### src/rtl/if_fetch_pkg.sv
// if_fetch_pkg: shared FSM state encoding and constants for the instruction-fetch stage.
package if_fetch_pkg;
  typedef enum logic [1:0] {IF_IDLE, IF_WAIT, IF_HOLD} if_state_e;
  localparam int PC_STEP = 4;
endpackage

### src/rtl/if_fetch_if.sv
// if_fetch_if: fetch-to-memory-controller request/response bus.
interface if_fetch_if #(parameter int ADDR_W = 32, parameter int INST_W = 32);
  logic              memReq_out;
  logic [ADDR_W-1:0] memAddr_out;
  logic              memDone_in;
  logic [INST_W-1:0] memData_in;
  modport master(output memReq_out, memAddr_out, input memDone_in, memData_in);
  modport slave(input memReq_out, memAddr_out, output memDone_in, memData_in);
endinterface

### src/rtl/if_fetch_icache.sv
// if_icache: direct-mapped instruction cache with a combinational lookup port and a fill port.
module if_icache #(
  parameter int ADDR_W = 32,
  parameter int INST_W = 32,
  parameter int IDX_W  = 6
) (
  input  logic              clk,
  input  logic              rst,
  input  logic [ADDR_W-1:0] lookup_addr_i,
  output logic              hit_o,
  output logic [INST_W-1:0] word_o,
  input  logic              fill_i,
  input  logic [ADDR_W-1:0] fill_addr_i,
  input  logic [INST_W-1:0] fill_word_i
);
  localparam int TAG_W = ADDR_W - IDX_W - 2;
  localparam int N = 2 ** IDX_W;
  logic [N-1:0]      valid_q;
  logic [TAG_W-1:0]  tag_q [N];
  logic [INST_W-1:0] data_q [N];
  logic [IDX_W-1:0]  l_idx, f_idx;
  logic [TAG_W-1:0]  l_tag, f_tag;
  assign l_idx = lookup_addr_i[IDX_W+1:2];
  assign l_tag = lookup_addr_i[ADDR_W-1:IDX_W+2];
  assign f_idx = fill_addr_i[IDX_W+1:2];
  assign f_tag = fill_addr_i[ADDR_W-1:IDX_W+2];
  assign hit_o = valid_q[l_idx] && tag_q[l_idx] == l_tag;
  assign word_o = data_q[l_idx];
  always_ff @(posedge clk) begin
    if (rst) valid_q <= '0;
    else if (fill_i) valid_q[f_idx] <= 1'b1;
  end
  always_ff @(posedge clk) begin
    if (fill_i) begin
      tag_q[f_idx] <= f_tag;
      data_q[f_idx] <= fill_word_i;
    end
  end
  logic unused_ok;
  assign unused_ok = ^{lookup_addr_i[1:0], fill_addr_i[1:0]};
endmodule

### src/rtl/if_fetch.sv
// if_fetch: instruction-fetch stage owning the PC, issuing word fetches and presenting one-cycle instruction pulses.
// Optional direct-mapped icache enabled by defining IF_ICACHE_EN.
module if_fetch
  import if_fetch_pkg::*;
#(
  parameter int              ADDR_W       = 32,
  parameter int              INST_W       = 32,
  parameter int              STALL_W      = 6,
  parameter logic [ADDR_W-1:0] RESET_PC   = '0,
  parameter int              ICACHE_IDX_W = 6
) (
  input  logic               clk_in,
  input  logic               rst_in,
  input  logic [STALL_W-1:0] stall_in,
  input  logic               pcJump_in,
  input  logic [ADDR_W-1:0]  pcTarget_in,
  if_fetch_if.master         mem,
  output logic               instE_out,
  output logic [ADDR_W-1:0]  pc_out,
  output logic [INST_W-1:0]  inst_out,
  output logic               ifBusy_out
);
  if_state_e         state_q;
  logic [ADDR_W-1:0] pc_q, addr_q, pc_out_q, target;
  logic [INST_W-1:0] hold_q, inst_out_q, cache_word;
  logic              kill_q, req_q, inst_e_q, cache_hit, stall;
  assign stall = stall_in[0];
  assign target = {pcTarget_in[ADDR_W-1:2], 2'b00};
  assign mem.memReq_out = req_q;
  assign mem.memAddr_out = addr_q;
  assign instE_out = inst_e_q;
  assign pc_out = pc_out_q;
  assign inst_out = inst_out_q;
  assign ifBusy_out = state_q == IF_WAIT;
`ifdef IF_ICACHE_EN
  if_icache #(.ADDR_W(ADDR_W), .INST_W(INST_W), .IDX_W(ICACHE_IDX_W)) u_icache (
    .clk(clk_in),
    .rst(rst_in),
    .lookup_addr_i(pc_q),
    .hit_o(cache_hit),
    .word_o(cache_word),
    .fill_i(state_q == IF_WAIT && mem.memDone_in),
    .fill_addr_i(addr_q),
    .fill_word_i(mem.memData_in)
  );
`else
  assign cache_hit = 1'b0;
  assign cache_word = '0;
  logic unused_cfg;
  assign unused_cfg = ^ICACHE_IDX_W;
`endif
  always_ff @(posedge clk_in) begin
    if (rst_in) begin
      state_q <= IF_IDLE;
      pc_q <= RESET_PC;
      kill_q <= 1'b0;
      req_q <= 1'b0;
      addr_q <= '0;
      hold_q <= '0;
      inst_e_q <= 1'b0;
      pc_out_q <= '0;
      inst_out_q <= '0;
    end else begin
      inst_e_q <= 1'b0;
      if (pcJump_in) pc_q <= target;
      case (state_q)
        IF_IDLE: if (!pcJump_in && !stall) begin
          if (cache_hit) begin
            hold_q <= cache_word;
            state_q <= IF_HOLD;
          end else begin
            req_q <= 1'b1;
            addr_q <= pc_q;
            state_q <= IF_WAIT;
          end
        end
        // an outstanding request is never withdrawn; a redirect only marks its data for discard
        IF_WAIT: if (mem.memDone_in) begin
          req_q <= 1'b0;
          kill_q <= 1'b0;
          hold_q <= (kill_q || pcJump_in) ? hold_q : mem.memData_in;
          state_q <= (kill_q || pcJump_in) ? IF_IDLE : IF_HOLD;
        end else if (pcJump_in) kill_q <= 1'b1;
        IF_HOLD: if (pcJump_in) state_q <= IF_IDLE;
        else if (!stall) begin
          inst_e_q <= 1'b1;
          pc_out_q <= pc_q;
          inst_out_q <= hold_q;
          pc_q <= pc_q + ADDR_W'(PC_STEP);
          state_q <= IF_IDLE;
        end
        default: state_q <= IF_IDLE;
      endcase
    end
  end
  logic unused_ok;
  assign unused_ok = ^{stall_in[STALL_W-1:1], pcTarget_in[1:0]};
endmodule

### src/flat_wrapper.sv
// flat-port wrapper written by rule: the top's interface ports become plain ports
module if_fetch_flat import if_fetch_pkg::*;
#(
  parameter int              ADDR_W       = 32,
  parameter int              INST_W       = 32,
  parameter int              STALL_W      = 6,
  parameter logic [ADDR_W-1:0] RESET_PC   = '0,
  parameter int              ICACHE_IDX_W = 6
)
  (clk_in, rst_in, stall_in, pcJump_in, pcTarget_in, instE_out, pc_out, inst_out, ifBusy_out, mem_memReq_out, mem_memAddr_out, mem_memDone_in, mem_memData_in);
  if_fetch_if #(.ADDR_W(ADDR_W), .INST_W(INST_W)) mem_i ();
  input  logic clk_in;
  input  logic rst_in;
  input  logic [STALL_W-1:0] stall_in;
  input  logic pcJump_in;
  input  logic [ADDR_W-1:0] pcTarget_in;
  output logic instE_out;
  output logic [ADDR_W-1:0] pc_out;
  output logic [INST_W-1:0] inst_out;
  output logic ifBusy_out;
  output wire logic [$bits(mem_i.memReq_out)-1:0] mem_memReq_out;
  output wire logic [$bits(mem_i.memAddr_out)-1:0] mem_memAddr_out;
  input wire logic [$bits(mem_i.memDone_in)-1:0] mem_memDone_in;
  input wire logic [$bits(mem_i.memData_in)-1:0] mem_memData_in;
  assign mem_memReq_out = mem_i.memReq_out;
  assign mem_memAddr_out = mem_i.memAddr_out;
  assign mem_i.memDone_in = mem_memDone_in;
  assign mem_i.memData_in = mem_memData_in;
  if_fetch #(.ADDR_W(ADDR_W), .INST_W(INST_W), .STALL_W(STALL_W), .RESET_PC(RESET_PC), .ICACHE_IDX_W(ICACHE_IDX_W)) u_core (.clk_in(clk_in), .rst_in(rst_in), .stall_in(stall_in), .pcJump_in(pcJump_in), .pcTarget_in(pcTarget_in), .mem(mem_i), .instE_out(instE_out), .pc_out(pc_out), .inst_out(inst_out), .ifBusy_out(ifBusy_out));
endmodule
### config.mk
export PLATFORM = sky130hd
export DESIGN_NAME = if_fetch_flat
export DESIGN_NICKNAME = d
export VERILOG_FILES = /design/src/rtl/if_fetch_pkg.sv /design/src/rtl/if_fetch_if.sv /design/src/rtl/if_fetch_icache.sv /design/src/rtl/if_fetch.sv /design/src/flat_wrapper.sv
export SDC_FILE = /design/constraint.sdc
export NUM_CORES = 1
export LEC_CHECK = 0
export ABC_AREA = 1
export CORE_AREA = 2 2 118 120
export CTS_CLUSTER_SIZE = 16
export DETAILED_ROUTE_END_ITERATION = 7
export DIE_AREA = 0 0 120 122
export GPL_TIMING_DRIVEN = 0
export PLACE_DENSITY = 0.84
export SETUP_SLACK_MARGIN = 0.15
export SLEW_MARGIN = 30
export SYNTH_ARGS = -nofsm -noshare
export SYNTH_HDL_FRONTEND = slang
export SYNTH_SLANG_ARGS = --single-unit
### constraint.sdc
create_clock -name clk_in -period 2.5 [get_ports clk_in]
set_input_delay 0.5 -clock clk_in [delete_from_list [all_inputs] [get_ports clk_in]]
set_output_delay 0.5 -clock clk_in [all_outputs]
set_load 0.03 [all_outputs]
Word level (Yosys, flattened, before mapping)

Index checks and enable logic that the tools add are counted.

Output and inout port bits: 99
Bits of input ports: 74
Logic and storage cells: 49
Register bits: 165

Eq/ne operators: 5
Bitwise operators: 4
Muxes and demuxes: 16
Reductions and logical operators: 14
$add $sub $neg: 1

Operator list:

| kind                                                   | number |
|---|---|
| two-way mux 32 bit                                     | 4 |
| adder 32 x 3 -> 32 bit (second input constant)         | 1 |
| AND reduction 3 bit                                    | 4 |
| two-way mux 2 bit                                      | 5 |
| case mux 2 bit (3 select lines)                        | 1 |
| two-way mux 1 bit                                      | 5 |
| inequality test 2 x 1 -> 1 bit (second input constant) | 2 |
| NOT 1 bit                                              | 4 |
| AND reduction 2 bit                                    | 2 |
| nonzero test 2 bit                                     | 2 |
| inequality test 3 bit (second input constant)          | 1 |
| OR reduction 3 bit                                     | 1 |
| equality test 2 x 1 -> 1 bit (second input constant)   | 1 |
| equality test 2 bit (second input constant)            | 1 |
| zero test 1 bit                                        | 2 |
| zero test 2 bit                                        | 1 |
| case mux 1 bit (2 select lines)                        | 1 |
| logical AND 1 bit                                      | 1 |
| logical OR 1 bit                                       | 1 |

Longest topological paths before layout

Depth in word-level cells: 4
Depth in mapped cells: 10
Depth with buffers taken out: 10

Worst setup path before layout

No wires, ideal clock.

Kind: input port to flip-flop
From: input pcJump_in
To: register u_core.addr_q[14], in the netlist u_core.mem.memAddr_out[14]
Library setup time: 0.122 ns
Required time: 2.378 ns
Slack: 1.037 ns
Arrival time: 1.342 ns
Path buffers: 3
Stages: 7
Cell sequence: buf_4 > nor2_4 > nand2_2 > inv_1 > buf_4 > buf_2 > a21oi_1

Word-level cells in the longest chain between the ends: 3

Ends and longest elaborated chain:

| what                                 | line               | text |
|---|---|---|
| from (decl)                          | flat_wrapper.sv:15 | `input logic pcJump_in;` |
| zero test 1 bit                      | if_fetch.sv:67     | `IF_IDLE: if (!pcJump_in && !stall) begin` |
| logical AND 1 bit                    | if_fetch.sv:67     |  |
| AND reduction 2 bit (no source line) | --                 |  |
| to (signal assigned)                 | if_fetch.sv:73     | `addr_q <= pc_q;` |
| to (decl)                            | if_fetch.sv:24     | `logic [ADDR_W-1:0] pc_q, addr_q, pc_out_q, target;` |

Every way passes these cells.
A chain may end at the register's enable or synchronous reset.

Worst setup path in the final report

From: register u_core.state_q[0]
To: output ifBusy_out

Word-level cells in the longest chain between the ends: 1

Ends and longest elaborated chain:

| what                         | line               | text |
|---|---|---|
| from (decl)                  | if_fetch.sv:23     | `if_state_e state_q;` |
| from (signal assigned)       | if_fetch.sv:82     | `state_q <= (kill_q \|\| pcJump_in) ? IF_IDLE : IF_HOLD;` |
| equality test 2 x 1 -> 1 bit | if_fetch.sv:34     | `assign ifBusy_out = state_q == IF_WAIT;` |
| to (decl)                    | flat_wrapper.sv:20 | `output logic ifBusy_out;` |

Every way passes these cells.

==> results_dict.tcl <==
set metrics [dict create \
    grt_overflow_total 0 \
    die_y_um 122 \
    syn_area_sq_um 6960 \
    antenna_found_initial 0 \
    cts_buffers 17 \
    hold_buffers 0 \
    rows 43 \
    rsz0062_at_grt "false" \
    hold_ws_ns 0.397 \
    nets 1201 \
    wl_per_cell_um 16.7 \
    gp_congestion 0.991 \
    start_kind "register" \
    crit_type "register to output port" \
    timing.fmax_ghz 0.461 \
    diodes 0 \
    cp.arrival_ns 1.67 \
    finalMaxSlewViolations 0 \
    synth.distinct_cells 34 \
    post-cts-setup-buffers 0 \
    via_per_inst 5.45 \
    yosysTopAreaCellShare_pct 47.4 \
    drive_gt1_share_pct 8.52 \
    drt_wl_total_um 21900 \
    final_cell_mix "nor2_1, dfxtp_1, clkdlybuf4s50_1" \
    syn_area_per_cell_sq_um 7.38 \
    yosys_warnings 0 \
    slew_headroom_pct 57.0 \
    synth_nets 1019 \
    drv_cap 0 \
    holdPathEnd "u_core.instE_out$_SDFF_PP0_" \
    syn_inst 944 \
    finalSetupTns_ns 0 \
    crit_path_end_kind "output port" \
    area_delta_synth_final_pct 35.5 \
    grt_pass1_vias 6714 \
    ios 173 \
    critical_path.top_delay_family "buffers and inverters" \
    detail-route-antenna-nets 0 \
    dieArea_sq_um 14600 \
    yosysTopAreaCell "dfxtp_1" \
    core_sq_um 13500 \
    clk_pin_slew_ns 0.06 \
    regToRegStartpoint "u_core.pc_q[3]$_SDFF_PP0_" \
    io_buffers 163 \
    hp-class "input pin to register" \
    p_leak_nw 3.78 \
    setup_violations 0 \
    preCtsSetupSlack_ns 0.413 \
    worst_slew_pin_slew_ns 0.646 \
    cts_sinks 165 \
    initial_utilization_pct 51.6 \
    clockBufferDepth 2 \
    layout_commonest_cell "nor2_1" \
    synth_seq_cells 165 \
    min-delay-start "rst_in" \
    grt_max_degree 17 \
    drtPass1Iterations 6 \
    r2r-end "u_core.pc_q[24]$_SDFF_PP0_" \
    cts-root-buf "clkbuf_16" \
    final_core_util_pct 69.9 \
    vdd_drop_max_mv 0.471 \
    htreeDepth 4 \
    status "completed" \
    cp_cell_sequence "inv_1 > nor2_4 > clkdlybuf4s50_1" \
    setup_ws_ns 0.330 \
    reg2reg_slack_ns 0.79 \
    die_w_um 120 \
    cts-resized-gates 0 \
    synth_seq_area_share_pct 47.4 \
    min_path_cells 2 \
    fin_crit_sh_pct 86.8 \
    fin_skew_ns 0.00832 \
    grt_util_all_layers_pct 30.2 \
    vias 7179 \
    drc_errors 0 \
    path_max_fanout 4 \
    cpPeakStageDelay_ns 0.70 \
    power.density_nw_per_um2 653 \
    hpwlAfterDp_um 16100 \
    crit_buf_inv 2 \
    drtIter0Drc 735 \
    total_power_mw 6.16 \
    grt_pass1_wl_um 34200 \
    tritoncts "yes" \
    clk_latency_ns 0.43 \
    critPathRequiredTime_ns 2.00 \
    timing.final.crit_period_ns 2.17 \
    synth_area_leaders "dfxtp_1, nor2_1, o21ai_0" \
    critPathSlowestCell "clkdlybuf4s50_1" \
    reg2reg_depth 9 \
    hold_viol_final 0 \
]
-- layer usage --
layer / wire, um / part of all wire [%] / global-route usage, %
met1: 8880 / 40 / 36.8
met2: 10000 / 46 / 49.1
met3: 2360 / 11 / 9.64
met4: 671 / 3.1 / 13.0
met5: 0 / 0 / 0
-- through the flow --
stage | std cells | area, sq um
finish | 1318 | 9440
global route | 1318 | 9440
CTS | 1318 | 9440
detailed placement | 1287 | 8820
global placement | 1287 | 8820
floorplan | 944 | 6960
-- synth_stat cells, drive strengths merged --
cell,count
nor2,241
dfxtp,165
o21ai,152
nand2,131
a21oi,57
inv,57
buf,32
nand3,28
clkbuf,25
nor3,19
a211oi,9
a31oi,7
nand4,6
o211a,6
a311oi,2
nor4,2
o211ai,2
and2,1
ha,1
or2,1
-- worst max-delay path by stage --
stage / depth (start not counted) / endpoint / start
after detailed placement: 7 / u_core.mem.memAddr_out[26]$_SDFFE_PP0P_ / stall_in[0]
after global placement: 6 / u_core.pc_out[17]$_SDFFE_PP0P_ / stall_in[0]
after CTS: 3 / ifBusy_out / u_core.state_q[0]$_SDFFE_PP0P_
after floorplan: 7 / u_core.mem.memAddr_out[14]$_SDFFE_PP0P_ / pcJump_in
after global routing: 3 / ifBusy_out / u_core.state_q[0]$_SDFFE_PP0P_
final: 3 / ifBusy_out / u_core.state_q[0]$_SDFFE_PP0P_
-- registers in the layout, indices dropped and copies added, names as in the netlist --
signal	count
u_core.mem.memAddr_out	32
u_core.hold_q	32
u_core.inst_out	32
u_core.state_q	2
u_core.pc_out	32
u_core.mem.memReq_out	1
u_core.kill_q	1
u_core.instE_out	1
u_core.pc_q	32
-- power by group --
group / switching (mW) / leakage [nW] / total (mW) / internal [mW]
Combinational: 0.353 / 2.14 / 0.614 / 0.261
Clock: 1.04 / 0.293 / 2.76 / 1.72
Sequential: 0.0730 / 1.34 / 2.79 / 2.72
-- kinds of logic after synthesis --
group	Yosys count	share of synthesized area, %
buf+inv	114	7.89
flops	165	47.4
compound gates	235	18.1
fa+ha+maj	1	0.180
simple gates	429	26.4
-- layout make-up --
cell class	instances	area (sq um)
fill	1112	4070
sequential	165	3300
multi-input combinational	665	3110
timing repair buffer	163	1630
clock buffer	23	468
buffer	57	333
tap	180	225
inverter	57	216
clock inverter	8	149
(Power assumes the default switching activity.)
